`src/rtl/line_burst_adaptor.sv`:
```
// line_burst_adaptor: moves one 256-bit cache line to/from memory as a fixed 4-beat 64-bit burst.
// Optional LINE_BURST_EARLY_RESP_EN: respond in the final beat cycle and skip the DONE state.
//
// state | meaning
// IDLE  | waiting for a cache read_i / write_i request
// RD    | line fill: capturing beats from burst_i on each resp_i
// WR    | writeback: presenting buffered beats on burst_o on each resp_i
// DONE  | one-cycle resp_o pulse to the cache, requests not sampled
module line_burst_adaptor #(
    parameter int s_offset  = 5,
    parameter int s_line    = 256,
    parameter int s_burst   = 64,
    parameter int num_beats = s_line / s_burst,
    parameter int cnt_width = 2
) (
    input  logic                clk,
    input  logic                rst,
    input  logic [s_line-1:0]   line_i,
    output logic [s_line-1:0]   line_o,
    input  logic [31:0]         address_i,
    input  logic                read_i,
    input  logic                write_i,
    output logic                resp_o,
    input  logic [s_burst-1:0]  burst_i,
    output logic [s_burst-1:0]  burst_o,
    output logic [31:0]         address_o,
    output logic                read_o,
    output logic                write_o,
    input  logic                resp_i
);

    typedef enum logic [1:0] {IDLE, RD, WR, DONE} state_t;

`ifdef LINE_BURST_EARLY_RESP_EN
    localparam state_t after_last = IDLE;
`else
    localparam state_t after_last = DONE;
`endif

    localparam logic [cnt_width-1:0] last_cnt  = cnt_width'(num_beats - 1);
    localparam logic [31:0]          line_mask = ~32'((1 << s_offset) - 1);

    state_t                state, state_next;
    logic [cnt_width-1:0]  cnt;
    logic [s_line-1:0]     line_buf;
    logic [31:0]           addr_q;
    logic                  last_beat;

    assign last_beat = resp_i && (cnt == last_cnt);

    always_ff @(posedge clk) begin
        if (rst) state <= IDLE;
        else     state <= state_next;
    end

    always_comb begin
        state_next = state;
        case (state)
            IDLE: begin
                // write has priority when both requests are presented together
                if (write_i)     state_next = WR;
                else if (read_i) state_next = RD;
            end
            RD, WR: if (last_beat) state_next = after_last;
            DONE:   state_next = IDLE;
            default: state_next = IDLE;
        endcase
    end

    always_ff @(posedge clk) begin
        if (rst) begin
            cnt      <= '0;
            line_buf <= '0;
            addr_q   <= '0;
        end else begin
            case (state)
                IDLE: begin
                    if (write_i) begin
                        line_buf <= line_i;
                        addr_q   <= address_i & line_mask;
                        cnt      <= '0;
                    end else if (read_i) begin
                        addr_q   <= address_i & line_mask;
                        cnt      <= '0;
                    end
                end
                RD: begin
                    if (resp_i) begin
                        line_buf[cnt*s_burst +: s_burst] <= burst_i;
                        cnt <= cnt + 1'b1;
                    end
                end
                WR: if (resp_i) cnt <= cnt + 1'b1;
                default: ;
            endcase
        end
    end

    assign address_o = addr_q;

    always_comb begin
        read_o  = (state == RD);
        write_o = (state == WR);
        burst_o = '0;
        if (state == WR) burst_o = line_buf[cnt*s_burst +: s_burst];
        line_o  = line_buf;
`ifdef LINE_BURST_EARLY_RESP_EN
        resp_o  = ((state == RD) || (state == WR)) && last_beat;
        // final read beat bypasses the buffer so the cache sees the whole line now
        if ((state == RD) && last_beat) line_o[s_line-1 -: s_burst] = burst_i;
`else
        resp_o  = (state == DONE);
`endif
    end

endmodule

```
`config.mk`:
```
export PLATFORM = sky130hd
export DESIGN_NAME = line_burst_adaptor
export DESIGN_NICKNAME = d
export VERILOG_FILES = /design/src/rtl/line_burst_adaptor.sv
export SDC_FILE = /design/constraint.sdc
export NUM_CORES = 1
export LEC_CHECK = 0
export CORE_AREA = 3 3 279 281
export CTS_CLUSTER_DIAMETER = 120
export DETAILED_ROUTE_END_ITERATION = 10
export DIE_AREA = 0 0 282 284
export GPL_TIMING_DRIVEN = 0
export PLACE_DENSITY = 0.6
export SKIP_CTS_REPAIR_TIMING = 1
export SLEW_MARGIN = 30
export SYNTH_ARGS = -nofsm -noshare
export SYNTH_HDL_FRONTEND = slang
export SYNTH_SLANG_ARGS = --single-unit
```
`constraint.sdc`:
```
create_clock -name clk -period 3.1 [get_ports clk]
set_input_delay 0.31 -clock clk [delete_from_list [all_inputs] [get_ports clk]]
set_output_delay 0.31 -clock clk [all_outputs]
set_load 0.02 [all_outputs]
```
Word level (Yosys, flattened, before mapping)
Index checks and enable logic that the tools add are counted.
Widths: inputs -> output; s select.
{ "word_totals": {"reg_bits": 292, "inputBits": 357, "out_inout_bits": 355} }
{ "op_classes": {"n_addsub": 2, "eq_ne": 9, "shifts": 3, "muxes": 15, "n_reduce_logical": 10} }
{ "ops": {"columns": ["op", "n"], "rows": [
  ["$mux 256", 2],
  ["$pmux 256 s2", 1],
  ["$bwmux 256", 1],
  ["$shift 64x34->256 const A", 1],
  ["$shiftx 256x9->64", 1],
  ["$shiftx 64x34->256", 1],
  ["$mux 32", 2],
  ["$mux 64", 1],
  ["$neg 8->34", 1],
  ["$mux 2", 6],
  ["$eq 2x2->1 const B", 3],
  ["$ne 2x1->1 const B", 3],
  ["$pmux 2 s3", 1],
  ["$reduce_and 3->1", 2],
  ["$reduce_bool 2->1", 3],
  ["$pmux 2 s2", 1],
  ["$reduce_and 2->1", 2],
  ["$ne 3x3->1 const B", 1],
  ["$add 2x1->2 const B", 1],
  ["$eq 2x1->1 const B", 1],
  ["$logic_not 2->1", 1],
  ["$ne 2x2->1 const B", 1],
  ["$reduce_or 2->1", 1],
  ["$logic_and 1x1->1", 1]
]} }

Longest topological paths before layout
Gate-level depths: netlist of the first run.
{ "depth": {"depth_word": 5, "depth_mapped": 10, "depth_no_buf": 5} }

Worst setup path after synthesis of the first run
Ideal clock, no wire load.
{ "synth_timing": {"path_kind": "reg2reg", "startpoint": "register cnt[1]", "endpoint": "register line_buf[152], in the netlist line_o[152]", "setup_ns": 0.089, "t_arrival_ns": 2.318, "t_required_ns": 3.011, "path_slack_ns": 0.694, "path_stages_with_launch": 10, "n_path_buf": 4, "path_cell_list": "dfxtp_1 > buf_2 > buf_1 > inv_1 > ha_1 > nor2b_1 > buf_2 > buf_1 > nand4_1 > a311oi_2"} }
{ "synth_via": {"elab_chain_len": 5, "elab_cells_between_ends": 6, "cone_classes": "1 x add/sub; 2 x shift; 3 x mux"} }
{ "synth_rtl": {"columns": ["element", "line", "text"], "rows": [
  ["from (decl)", "44", "logic [cnt_width-1:0] cnt;"],
  ["from (signal assigned)", "90", "cnt <= cnt + 1'b1;"],
  ["from (signal assigned)", "93", "WR: if (resp_i) cnt <= cnt + 1'b1;"],
  ["$neg 8->34 *", "89", "line_buf[cnt*s_burst +: s_burst] <= burst_i;"],
  ["$shiftx 64x34->256 / $shift 64x34->256 (equally long branches)", "89", null],
  ["$bwmux 256 *", "89", null],
  ["$mux 256 *", "88", "if (resp_i) begin"],
  ["$pmux 256 s2 *", "76", "case (state)"],
  ["to (signal assigned)", "79", "line_buf <= line_i;"],
  ["to (signal, indexed assignment)", "89", null],
  ["to (decl)", "45", "logic [s_line-1:0] line_buf;"]
]} }
Every way passes the cells marked *; elsewhere a longest branch is shown, timed or not. The select of a mux whose other input is x is not followed.
A chain may end at the register's enable or synchronous reset.

Worst setup path in the final report of the first run
{ "layout_timing": {"startpoint": "register cnt[0]", "endpoint": "output burst_o[40]"} }
{ "layout_via": {"elab_chain_len": 2} }
{ "layout_rtl": {"columns": ["element", "line", "text"], "rows": [
  ["$shiftx 256x9->64", "105", "if (state == WR) burst_o = line_buf[cnt*s_burst +: s_burst];"],
  ["$mux 64", "105", null],
  ["to (decl)", "25", "output logic [s_burst-1:0] burst_o,"]
]} }
No other way between the ends.

==> results.md, run 1 <==
- Synth Area per Inst: 9.75 um2
- Hold Fails Final Rpt: 0
- Post-synth EDFFs: 0
- Die Ht: approximately 280 um
- Clk slew on worst S/H paths: roughly 0.060 ns
- Placed Instance Area: 0.0261 mm2
- Worst reg2reg startpoint: cnt[0]
- Post-Route WL: 107,000 um
- Overflow after GRT: 0
- Crit path kind: reg2out
- Met1 global-route usage: 31.8%
- Req. time, crit path: ~2.8 ns
- I/O pin cnt: between 700 and 800
- DRC: 0
- DR iter-0 viols: about 1,700
- Min-delay worst type: in2reg
- First drt pass iteration count: 5
- Dpl ws: -1.29 ns
- Async SR Flop Fraction: 0%
- Register area share after synthesis: 32.4%
- Reg2reg end: line_o[181]
- Leading register cell type out of synthesis: dfxtp_1
- Met2 usage: 42.0%
- Tmin final: just over 3 ns
- FP Rows: between 100 and 150
- Reg2reg setup slack: about 0.1 ns
- Final WS setup: roughly 0.069 ns
- Initial Util: about a quarter
- Nets: 2,938
- Ys Warns: 0
- Largest net degree at the start of global routing: 12
- Synth Cell Area: between 0.015 and 0.02 mm2
- Hold path cells: 3
- Max-cap violations: 0
- VDD IR-drop max: between 0.5 and 0.6 mV
- H-tree Lvls: 2
- WL per Instance: approximately 30 um
- CTS tree: done
- Status: finished, final reports clean
- PwrDens: just under 1000 mW/mm2
- Clock Latency Late Sink: 0.55 ns
- Vias per Instance: 5.45
- Die X: around 280 um
- Register bit total from synthesis: around 290
- Placer Congestion: 0.934
- Leak: slightly below 10 nW
- Final Skew: 0.0105 ns
- Startpoint class of the critical path: flop
- First-pass GRT wire length: 149,000 um
- Final core utilization: between 30% and 40%
- Root Driver: clkbuf_16
- Total GRT Usage: about a quarter
- Via count: about 20,000
- Vias in the first global route: 19,400
- IO buf count: around 700
- FMAX: 330 MHz
- Grt met3 use: ~7.2%
- Initial antenna violation count: 17
- Slew Viols, Final: 0
- Hpwl dp: about 82,000 um
- Final Power: 27.3 mW
- CP Max Fanout: 10
- CP Capture Type: output pin
- Fraction of layout instances using a drive strength above 1: 21.0%
- Post-Synthesis Cells: ~1,800
- CTS Buf Count: 37
- Synth cell types: 32
- Worst reg2reg path depth: 10
- Relative slew slack: a little over a third
- RSZ-0062 raised after global routing: yes
- Crit path DAT: between 2 and 3 ns
- Hold EP: cnt[1]
- Post-route cell area: 0.0276 mm2
- Worst Max-Slew Pin Slew: roughly 0.97 ns
- Grt peak-use layer: met2
- Max Root-Sink Buffers: 3
- Core area: approximately 0.076 mm2
- Area Overhead vs Synth: 55.6%
- Post-detailed-route count of antenna-violating nets: 0
- Number of setup violations in the final report: 0
- TritonCTS Sinks: 287
- Die area: approximately 0.080 mm2
- Crit share post-route: 97.8%
- Hold path start: resp_i
registers in the layout, indices dropped and copies added (netlist names):
register / flops
address_o: 27
state: 2
line_o: 256
cnt: 2
worst max-delay path by stage:
| stage | from | endpoint | slack [ns] | cells after the start |
|---|---|---|---|---|
| 5_1_grt | cnt[0] | burst_o[22] | -0.03 | 5 |
| 6_report | cnt[0] | burst_o[40] | 0.07 | 6 |
| 3_3_place_gp | cnt[1] | line_o[99] | -1.57 | 8 |
| 3_5_place_dp | cnt[1] | line_o[254] | -1.29 | 9 |
| 4_1_cts | cnt[1] | line_o[254] | -1.34 | 9 |
| 2_1_floorplan | cnt[1] | line_o[152] | 0.69 | 9 |
worst max-delay path, stage by stage, from the launching register on:
cell	delay, ns
dfxtp_2	0.38
buf_6	0.16
buf_12	0.19
buf_12	0.20
mux4_2	0.49
and2_1	0.17
clkdlybuf4s50_1	0.54
where the power goes:
| group | switching (mW) | internal [mW] |
|---|---|---|
| Sequential | 1.77 | 5.24 |
| Clock | 1.84 | 2.58 |
| Combinational | 8.91 | 6.93 |
synth_stat cells, drive strengths merged (3+ instances only):
cell    count  area [um2]
dfxtp     287        5750
nand3     129         646
nand2b    256        1600
o21ai       3        15.0
a311oi    257        3750
mux4       64        1440
nand4     130         813
a21bo       5        50.1
a21oi     288        1440
ha         10         125
buf       135         911
clkbuf    114         428
nand2      54         203
nor2b       4        25.0
inv         4        15.0
and2       68         425
layer usage:
metal	share of wire (%)	wire, um	vias to the layer above
met1	39	42100	9723
met3	10	10700	199
met2	47	49800	1139
met4	4.0	4280	2
li1	-	-	8490
met5	0.013	14	-
area by class of cell:
type,count,area [um2]
Clock inverter,9,103
Sequential cell,287,5750
Timing Repair Buffer,709,7230
Clock buffer,54,1080
Buffer,249,1510
Antenna cell,16,40.0
Tap cell,978,1220
Multi-Input combinational cell,1283,10700
Inverter,4,15.0
Fill cell,7708,48100
stage by stage:
| stage | hold slack (ns) | setup TNS, ns | instances |
|---|---|---|---|
| 3_3_place_gp | 0.442 | -281.18 | 3500 |
| 6_report | 0.101 | 0 | 3589 |
| 3_5_place_dp | 0.447 | -250.48 | 3503 |
| 5_1_grt | 0.104 | -0.125 | 3579 |
| 4_1_cts | 0.0628 | -291.44 | 3566 |
| 2_1_floorplan | 0.446 | 0 | 1823 |
layout by cell type, fill, tap and decap left out, drive strengths merged:
cell and n:
clkdlybuf4s50 665, a21oi 288, dfxtp 287, a311oi 257, nand2b 256, clkbuf 175, buf 138, nand4 130
nand3 129, and2 68, mux4 64, nand2 54, dlymetal6s2s 34, diode 16, ha 10, inv 6
conb 5, clkinv 5, a21bo 5, nor2b 4, o21ai 3, mux2i 2, bufinv 2, and3b 1
mux2 1, and4bb 1, and4b 1, or3b 1, nor3b 1, nor3 1, o21a 1
cell families after synthesis:
logic type                 share of synthesized area [%]
AOI/OAI and AO/OA                                   29.7
adders and majority gates                          0.705
buffers and inverters                               7.63
DFF                                                 32.4
muxes                                               8.32
other                                             0.0211
and+or+nand+nor                                     21.2
(Power assumes the default switching activity.)
==> run 2: changes to the inputs <==
Settings changed: CELL_PAD_IN_SITES_DETAIL_PLACEMENT set to 0, CELL_PAD_IN_SITES_GLOBAL_PLACEMENT set to 1, CORE_AREA 3 3 279 281 to 3 3 273 275, DIE_AREA 0 0 282 284 to 0 0 276 278, PLACE_DENSITY 0.6 to 0.75.
==> run 2 against run 1 <==
Net effect:
- worst hold slack got worse by 0.017 ns
- global-route usage up 0.63 points
- cell count down 0.78%
- count of clock-buffer cells in the layout is 3 higher
- sequential share of layout area is essentially flat
- maximum frequency decreased by 0.11%
- sequential power up 0.9%
- critical endpoint is now burst_o[7]
==> results.md, run 2 (same netlist as run 1, synthesis figures left out) <==
- Hpwl dp: 81,800 um
- Final core utilization: a little under two fifths
- Hold path cells: 3
- IO buf count: about 700
- Clk slew on worst S/H paths: roughly 0.06 ns
- Most frequent cells in the layout: 658 x clkdlybuf4s50_1, 288 x a21oi_1, 285 x dfxtp_1
- Placed Instance Area: approximately 0.026 mm2
- RSZ-0062 raised after global routing: yes
- Commonest non-fill, non-tap cell in the layout: clkdlybuf4s50_1
- FMAX: between 300 and 400 MHz
- PwrDens: slightly below 1000 mW/mm2
- Largest register FFs: between 200 and 300
- VDD IR-drop max: roughly 0.52 mV
- Setup TNS: 0 ns
- Slew Viols, Final: 0
- Post-detailed-route count of antenna-violating nets: 0
- DRC: 0
- Crit path DAT: roughly 2.7 ns
- Status: finished, final reports clean
- CP Max Fanout: 10
- First-pass GRT wire length: 150,000 um
- Core area: roughly 0.073 mm2
- Crit share post-route: 97.9%
- Fill count: roughly 7,300
- Fraction of layout instances using a drive strength above 1: a little over a fifth
- CTS tree: done
- Total GRT Usage: roughly a quarter
- Vias per Instance: 5.55
- Multi-input logic area: about 0.011 mm2
- Die X: approximately 280 um
- Overflow after GRT: 0
- Hold Fails Final Rpt: 0
- FF/Latch Area: roughly 0.0057 mm2
- Initial Util: between 20% and 30%
- TritonCTS Sinks: approximately 290
- Root Driver: clkbuf_16
- Number of setup violations in the final report: 0
- Worst reg2reg path depth: 9
- Tmin final: ~3 ns
- Max Root-Sink Buffers: 3
- Area Overhead vs Synth: 55.5%
- Via count: 19,800
- FP Rows: 99
- Die Ht: approximately 280 um
- Post-route cell area: approximately 0.028 mm2
- Die area: roughly 0.077 mm2
- Min-delay worst type: in2reg
- First drt pass iteration count: 8
- I/O pin cnt: approximately 700
- CP Capture Type: output pin
- Cell mode on critical path: buf_4
- CTS Buf Count: 38
- Relative slew slack: a little under two fifths
- Placer Congestion: around 0.9
- DR iter-0 viols: roughly 1,700
- Clock Latency Late Sink: 0.55 ns
- Crit path cell chain: buf_4, buf_4, mux4_2, and2_1, clkdlybuf4s50_1
- Startpoint class of the critical path: flop
- Final Skew: ~0.013 ns
- Initial antenna violation count: 9
- WL per Instance: 29.9 um
- Crit path kind: reg2out
- Largest net degree at the start of global routing: 12
- Nets: a little under 3,000
- Req. time, crit path: approximately 2.8 ns
- CP max stage delay: 0.58 ns
- Max-cap violations: 0
- Worst Max-Slew Pin Slew: between 0.9 and 1 ns
- Leak: roughly 9.8 nW
- Post-Route WL: 106,000 um
- Worst path slowest cell: clkdlybuf4s50_1
- H-tree Lvls: 2
- Vias in the first global route: approximately 20,000
==> run 2: path summary, 6_finish.rpt <==
check                                   start            end  slack, ns
worst min-delay path                   resp_i         cnt[1]       0.08
worst max-delay path                   cnt[0]     burst_o[7]       0.07
worst max register to register         cnt[1]     line_o[49]       0.21
worst min register to register  address_o[23]  address_o[23]       0.46
==> run 2: routing by layer <==
metal / track usage, % / part of all wire [%]
met5: 0 / 0
met4: 8.18 / 3.2
met3: 5.76 / 7.5
met2: 44.3 / 48
met1: 33.6 / 41
==> run 2: where the power goes <==
group / internal [mW] / switching [mW]
logic: 6.89 / 8.81
registers: 5.24 / 1.83
clock network: 2.82 / 1.84
==> run 2: cell type report <==
cell class	count	area share, %
inverters	4	0.0544
clock inverters	11	0.576
flip-flops and latches	287	20.8
plain buffers	249	5.53
well taps	959	4.35
diodes	5	0.0454
multi-input cells	1283	38.6
repair buffers	706	25.9
clock buffers	57	4.05
==> run 2: critical path, delay by kind of cell (launching register included) <==
kind / cells / cell delay, ns
and+or+nand+nor: 1 / 0.17
DFF: 1 / 0.37
buffers and inverters: 3 / 1.08
muxes: 1 / 0.54
==> run 2: per-stage QoR <==
step	hold slack, ns	worst slack, ns	std cells	power (mW)
6_report	0.0837	0.0658	3561	27.4
5_1_grt	0.0711	-0.0402	3560	28.5
4_1_cts	0.0459	-1.18	3550	27.3
3_5_place_dp	0.449	-1.16	3482	22.6
3_3_place_gp	0.446	-1.49	3481	22.3
2_1_floorplan	0.446	0.694	1823	15.2
